File: src/rtl/insn_stream_fifo_if.sv
// Handshake bundle between the prefetcher/decoder and the byte queue.
// Master drives push/pop requests; slave returns peek data and status.
interface insn_stream_fifo_if #(
  parameter int DEPTH = 6
);
  localparam int CW = $clog2(DEPTH + 1);

  logic          flush;
  logic          wr_en;
  logic [7:0]    wr_data;
  logic          full;
  logic          rd_en;
  logic          rd_two;
  logic [15:0]   rd_data;
  logic          rd_valid;
  logic          rd_valid2;
  logic          empty;
  logic [CW-1:0] count;

  modport master (
    output flush, wr_en, wr_data,
    output rd_en, rd_two,
    input  full, rd_data, rd_valid,
    input  rd_valid2, empty, count
  );

  modport slave (
    input  flush, wr_en, wr_data,
    input  rd_en, rd_two,
    output full, rd_data, rd_valid,
    output rd_valid2, empty, count
  );
endinterface

File: src/rtl/insn_stream_fifo.sv
// Byte-wide instruction stream queue with 1/2-byte pop and peek.
// Full asserts one entry early to absorb an in-flight second byte.
module insn_stream_fifo #(
  parameter int DEPTH = 6
) (
  input  logic clk,
  input  logic reset,
  insn_stream_fifo_if.slave bus
);
  localparam int CW = $clog2(DEPTH + 1);
  localparam int PW = $clog2(DEPTH);

  logic [7:0]    mem [DEPTH];
  logic [PW-1:0] rd_ptr, rd_ptr_next;
  logic [PW-1:0] wr_ptr, wr_ptr_next;
  logic [PW-1:0] rd_ptr_1;
  logic [CW-1:0] count, count_next;
  logic [CW-1:0] need;
  logic          wr_ok, rd_ok;

  function automatic logic [PW-1:0] step(
    input logic [PW-1:0] p,
    input logic          two
  );
    logic [PW:0] s;
    s = {1'b0, p} + (two ? (PW+1)'(2) : (PW+1)'(1));
    if (s >= (PW+1)'(DEPTH))
      s = s - (PW+1)'(DEPTH);
    return s[PW-1:0];
  endfunction

  // Acceptance rules and next pointer/count values.
  always_comb begin
    need        = bus.rd_two ? CW'(2) : CW'(1);
    wr_ok       = bus.wr_en && !bus.flush &&
                  (count < CW'(DEPTH));
    rd_ok       = bus.rd_en && !bus.flush &&
                  (count >= need);
    wr_ptr_next = wr_ptr;
    rd_ptr_next = rd_ptr;
    count_next  = count;
    if (bus.flush) begin
      wr_ptr_next = '0;
      rd_ptr_next = '0;
      count_next  = '0;
    end else begin
      if (wr_ok)
        wr_ptr_next = step(wr_ptr, 1'b0);
      if (rd_ok)
        rd_ptr_next = step(rd_ptr, bus.rd_two);
      count_next = count + CW'(wr_ok)
                 - (rd_ok ? need : '0);
    end
  end

  // Pointer and occupancy registers.
  always_ff @(posedge clk) begin
    if (reset) begin
      wr_ptr <= '0;
      rd_ptr <= '0;
      count  <= '0;
    end else begin
      wr_ptr <= wr_ptr_next;
      rd_ptr <= rd_ptr_next;
      count  <= count_next;
    end
  end

  // Byte storage; contents survive reset and flush.
  always_ff @(posedge clk) begin
    if (!reset && wr_ok)
      mem[wr_ptr] <= bus.wr_data;
  end

  assign rd_ptr_1 = step(rd_ptr, 1'b0);

  assign bus.count     = count;
  assign bus.empty     = (count == '0);
  assign bus.rd_valid  = (count != '0);
  assign bus.rd_valid2 = (count >= CW'(2));
  assign bus.full      = (count >= CW'(DEPTH - 1));

  assign bus.rd_data[7:0]  =
    bus.rd_valid  ? mem[rd_ptr]   : 8'h00;
  assign bus.rd_data[15:8] =
    bus.rd_valid2 ? mem[rd_ptr_1] : 8'h00;
endmodule

File: src/flat_wrapper.sv
// flat-port wrapper written by rule: the top's interface ports become plain ports
module insn_stream_fifo_flat 
#(
  parameter int DEPTH = 6
)
  (clk, reset, bus_flush, bus_wr_en, bus_wr_data, bus_rd_en, bus_rd_two, bus_full, bus_rd_data, bus_rd_valid, bus_rd_valid2, bus_empty, bus_count);
  insn_stream_fifo_if #(.DEPTH(DEPTH)) bus_i ();
  input  logic clk;
  input  logic reset;
  input wire logic [$bits(bus_i.flush)-1:0] bus_flush;
  input wire logic [$bits(bus_i.wr_en)-1:0] bus_wr_en;
  input wire logic [$bits(bus_i.wr_data)-1:0] bus_wr_data;
  input wire logic [$bits(bus_i.rd_en)-1:0] bus_rd_en;
  input wire logic [$bits(bus_i.rd_two)-1:0] bus_rd_two;
  output wire logic [$bits(bus_i.full)-1:0] bus_full;
  output wire logic [$bits(bus_i.rd_data)-1:0] bus_rd_data;
  output wire logic [$bits(bus_i.rd_valid)-1:0] bus_rd_valid;
  output wire logic [$bits(bus_i.rd_valid2)-1:0] bus_rd_valid2;
  output wire logic [$bits(bus_i.empty)-1:0] bus_empty;
  output wire logic [$bits(bus_i.count)-1:0] bus_count;
  assign bus_i.flush = bus_flush;
  assign bus_i.wr_en = bus_wr_en;
  assign bus_i.wr_data = bus_wr_data;
  assign bus_i.rd_en = bus_rd_en;
  assign bus_i.rd_two = bus_rd_two;
  assign bus_full = bus_i.full;
  assign bus_rd_data = bus_i.rd_data;
  assign bus_rd_valid = bus_i.rd_valid;
  assign bus_rd_valid2 = bus_i.rd_valid2;
  assign bus_empty = bus_i.empty;
  assign bus_count = bus_i.count;
  insn_stream_fifo #(.DEPTH(DEPTH)) u_core (.clk(clk), .reset(reset), .bus(bus_i));
endmodule
File: config.mk
export PLATFORM = sky130hd
export DESIGN_NAME = insn_stream_fifo_flat
export DESIGN_NICKNAME = d
export VERILOG_FILES = /design/src/rtl/insn_stream_fifo_if.sv /design/src/rtl/insn_stream_fifo.sv /design/src/flat_wrapper.sv
export SDC_FILE = /design/constraint.sdc
export NUM_CORES = 1
export LEC_CHECK = 0
export ABC_CLOCK_PERIOD_IN_PS = 7700
export BUFFER_PORTS_ARGS = -buffer_cell sky130_fd_sc_hd__clkbuf_2
export CORE_UTILIZATION = 52
export CTS_CLUSTER_DIAMETER = 120
export DETAILED_ROUTE_END_ITERATION = 10
export GPL_TIMING_DRIVEN = 0
export PLACE_DENSITY_LB_ADDON = 0.25
export SKIP_CTS_REPAIR_TIMING = 1
export SLEW_MARGIN = 20
export SYNTH_ARGS = -nofsm -noshare
export SYNTH_HDL_FRONTEND = slang
export SYNTH_SLANG_ARGS = --single-unit
File: constraint.sdc
create_clock -name clk -period 7.7 [get_ports clk]
set_input_delay 1.925 -clock clk [delete_from_list [all_inputs] [get_ports clk]]
set_output_delay 1.925 -clock clk [all_outputs]
set_load 0.005 [all_outputs]
==> flow_summary.toml <==
[outcome]
run_status = "completed"

[drt]
totalWireLength_um = 7120
wire_per_inst_um = 18.5
drt_first_iter_violations = 159
drtPass1Iterations = 4
remaining_drc_errors = 0
detail_route.vias_per_cell = 5.87
drtAntennaViolNets = 0
dr_total_vias = 2254

[grt]
grt.overflow.total = 0
grt_pass1_wl_um = 11100
grt_antenna_before_repair = 0
grt_pass1_vias = 2163
grt_use_total_pct = 24.2
grt_max_degree = 13

[placed_design]
dpl_cell_area_sq_um = 3520
finalWeightedCongestion = 0.778
dp_worst_setup_slack_ps = 3200
io_buffer_count = 36
placed_cells_incl_taps = 368
hpwlAfterDp_um = 4880

[layout]
diodes = 0
layout-drive-gt1-share_pct = 31.7
fin_util_pct = 62.5
finalNetCount = 331
flow.area_growth_from_synthesis_pct = 15.8
layout.cells.non_filler = 384
final_area_sq_um = 3720

[floorplan]
fp.dieW_um = 80.7
floorplan.die.height_um = 80.7
coreArea_sq_um = 5960
floorplan.io_pins = 37
placement_rows = 28
floorplan.die_area_sq_um = 6500
initial_core_util_pct = 54.0

[setup_path]
critical_path.reg2reg.endpoint = "u_core.bus.count[2]"
crit_path_start = "u_core.rd_ptr[1]"
timing.setup.critical_path_class = "reg2out"
timing.critical_path.to_type = "output port"
reg2regPathDepth = 14
worstReg2RegStart = "u_core.bus.count[0]"
largest_fanout_on_the_critical_path = 9
cp.arrival_ps = 2510
start_kind = "register"
reg2reg_slack_ps = 4870
worstPathRequired_ps = 5780
cp-endpoint = "bus_rd_data[8]"

[synth]
synth_seq_area_share_pct = 52.3
synth_area_sq_um = 3220
post-synth-top-area-fraction_pct = 44.8
synth.yosys.warnings = 0
synth-edff-count = 48
synth_cells = 255
post_synth_main_area_contributors = "sky130_fd_sc_hd__edfxtp_1 45%, sky130_fd_sc_hd__dfxtp_1 7.5%, sky130_fd_sc_hd__mux2_2 5.6%, sky130_fd_sc_hd__mux4_2 5.6%, sky130_fd_sc_hd__mux2i_1 5.3%"
synth_cell_type_count = 45
asyncSetResetFlopFracSynth_pct = 0
syn-mean-instance-area_sq_um = 12.6
syn_nets = 282
dominantRegCellSynth = "sky130_fd_sc_hd__edfxtp_1"
yosys_register_bits = 60
netlist.top_cell.by_area = "sky130_fd_sc_hd__edfxtp_1"

[clock_tree]
cts_tree = "done"
tritoncts.num_buffers = 9
worstSkewPairLatency_ps = 340
max-clock-path-buffers = 2
clk_pin_slew_worst_paths_ps = 70
clock_sinks = 60
htree_levels = 3
clock_tree.root_cell = "sky130_fd_sc_hd__clkbuf_8"

[power_and_ir_drop]
worst_ir_drop_vdd_uv = 126
pwr_density_cell_nw_per_um2 = 189
total_leakage_power_nw = 1.40
power_mw = 0.704

[sta]
finalHoldViolCount = 0
final_max_slew_viol_count = 0
worst_clock_skew_ps = 10.1
worst-slew-pin-transition_ps = 879
tns_ps = 0
max_freq_mhz = 226
min_period_ps = 4430
final.setup.worst_slack_ps = 3270
worst_hold_slack_ps = 611
fin_crit_sh_pct = 57.5
setup-violations-final = 0
timing.slew.headroom_pct = 41.2
unrepaired_setup_endpoints_after_global_routing = "false"

[worst_hold_path]
hold_path.class = "reg2reg"

[job]
drv_cap = 0
[worst max-delay path, cell delays in order (launching register included)]
cell and delay, ps:
sky130_fd_sc_hd__dfxtp_1 480, sky130_fd_sc_hd__inv_1 80, sky130_fd_sc_hd__ha_1 370, sky130_fd_sc_hd__o21bai_1 130, sky130_fd_sc_hd__a31o_1 120, sky130_fd_sc_hd__buf_6 140
sky130_fd_sc_hd__a21boi_4 330, sky130_fd_sc_hd__o221ai_1 170, sky130_fd_sc_hd__a21oi_1 180, sky130_fd_sc_hd__clkbuf_2 150
[synthesized netlist by cell type, types with 5 or more instances]
cell type                  count
sky130_fd_sc_hd__a211oi_1      9
sky130_fd_sc_hd__a21oi_1      11
sky130_fd_sc_hd__clkbuf_1      5
sky130_fd_sc_hd__dfxtp_1      12
sky130_fd_sc_hd__edfxtp_1     48
sky130_fd_sc_hd__ha_1         11
sky130_fd_sc_hd__inv_1        10
sky130_fd_sc_hd__mux2_2       16
sky130_fd_sc_hd__mux2i_1      17
sky130_fd_sc_hd__mux4_2        8
sky130_fd_sc_hd__nand2_1      27
sky130_fd_sc_hd__nor2_1       16
sky130_fd_sc_hd__o21ai_0       5
sky130_fd_sc_hd__o221ai_1      8
[worst min path at each step]
stage / from / endpoint / depth (start not counted)
CTS: u_core.wr_ptr[1] / u_core.wr_ptr[1] / 2
global route: u_core.wr_ptr[1] / u_core.wr_ptr[1] / 2
floorplan: u_core.wr_ptr[1] / u_core.wr_ptr[1] / 2
detailed placement: u_core.wr_ptr[1] / u_core.wr_ptr[1] / 2
finish: u_core.wr_ptr[1] / u_core.wr_ptr[1] / 2
global placement: u_core.wr_ptr[1] / u_core.wr_ptr[1] / 2
[flip-flops by register name, indices dropped and copies added (netlist names), named ones only]
signal	cells
u_core.bus.count	3
u_core.mem	48
u_core.rd_ptr	3
u_core.wr_ptr	3
[final cells by class]
| type | count | area, sq um |
|---|---|---|
| Fill cell | 493 | 2230 |
| Sequential cell | 60 | 1680 |
| Multi-Input combinational cell | 172 | 1440 |
| Timing Repair Buffer | 38 | 193 |
| Clock buffer | 9 | 124 |
| Tap cell | 75 | 93.8 |
| Buffer | 13 | 82.6 |
| Clock inverter | 7 | 76.3 |
| Inverter | 10 | 37.5 |
[report_power, final]
part / internal [mW] / switching (mW)
sequential: 0.353 / 0.00315
combinational: 0.0267 / 0.0381
clock: 0.151 / 0.132
total: 0.531 / 0.174
[layer usage]
metal	share of wire, %	wire length (um)	track usage, %
met5	0	0	0
met4	0.76	54	10.4
met3	6.0	430	5.00
met2	49	3490	36.5
met1	44	3150	33.8
[layout by cell type (no fill, tap or decap), types with 10 or more instances in the layout]
cell type                  count
sky130_fd_sc_hd__a21oi_1      11
sky130_fd_sc_hd__clkbuf_2     36
sky130_fd_sc_hd__dfxtp_1      12
sky130_fd_sc_hd__edfxtp_1     48
sky130_fd_sc_hd__ha_1         11
sky130_fd_sc_hd__inv_1        10
sky130_fd_sc_hd__mux2_2       16
sky130_fd_sc_hd__mux2i_1      17
sky130_fd_sc_hd__nand2_1      27
sky130_fd_sc_hd__nor2_1       16
[kinds of logic after synthesis]
kind of cell               share of synthesized area (%)
adders and majority gates                           5.52
DFF                                                 52.3
buffers and inverters                               3.73
muxes                                               16.5
and+or+nand+nor                                     9.34
AOI/OAI and AO/OA                                   11.0
xor gates and xnor gates                            1.63
Power figures use the tool's default switching activity.
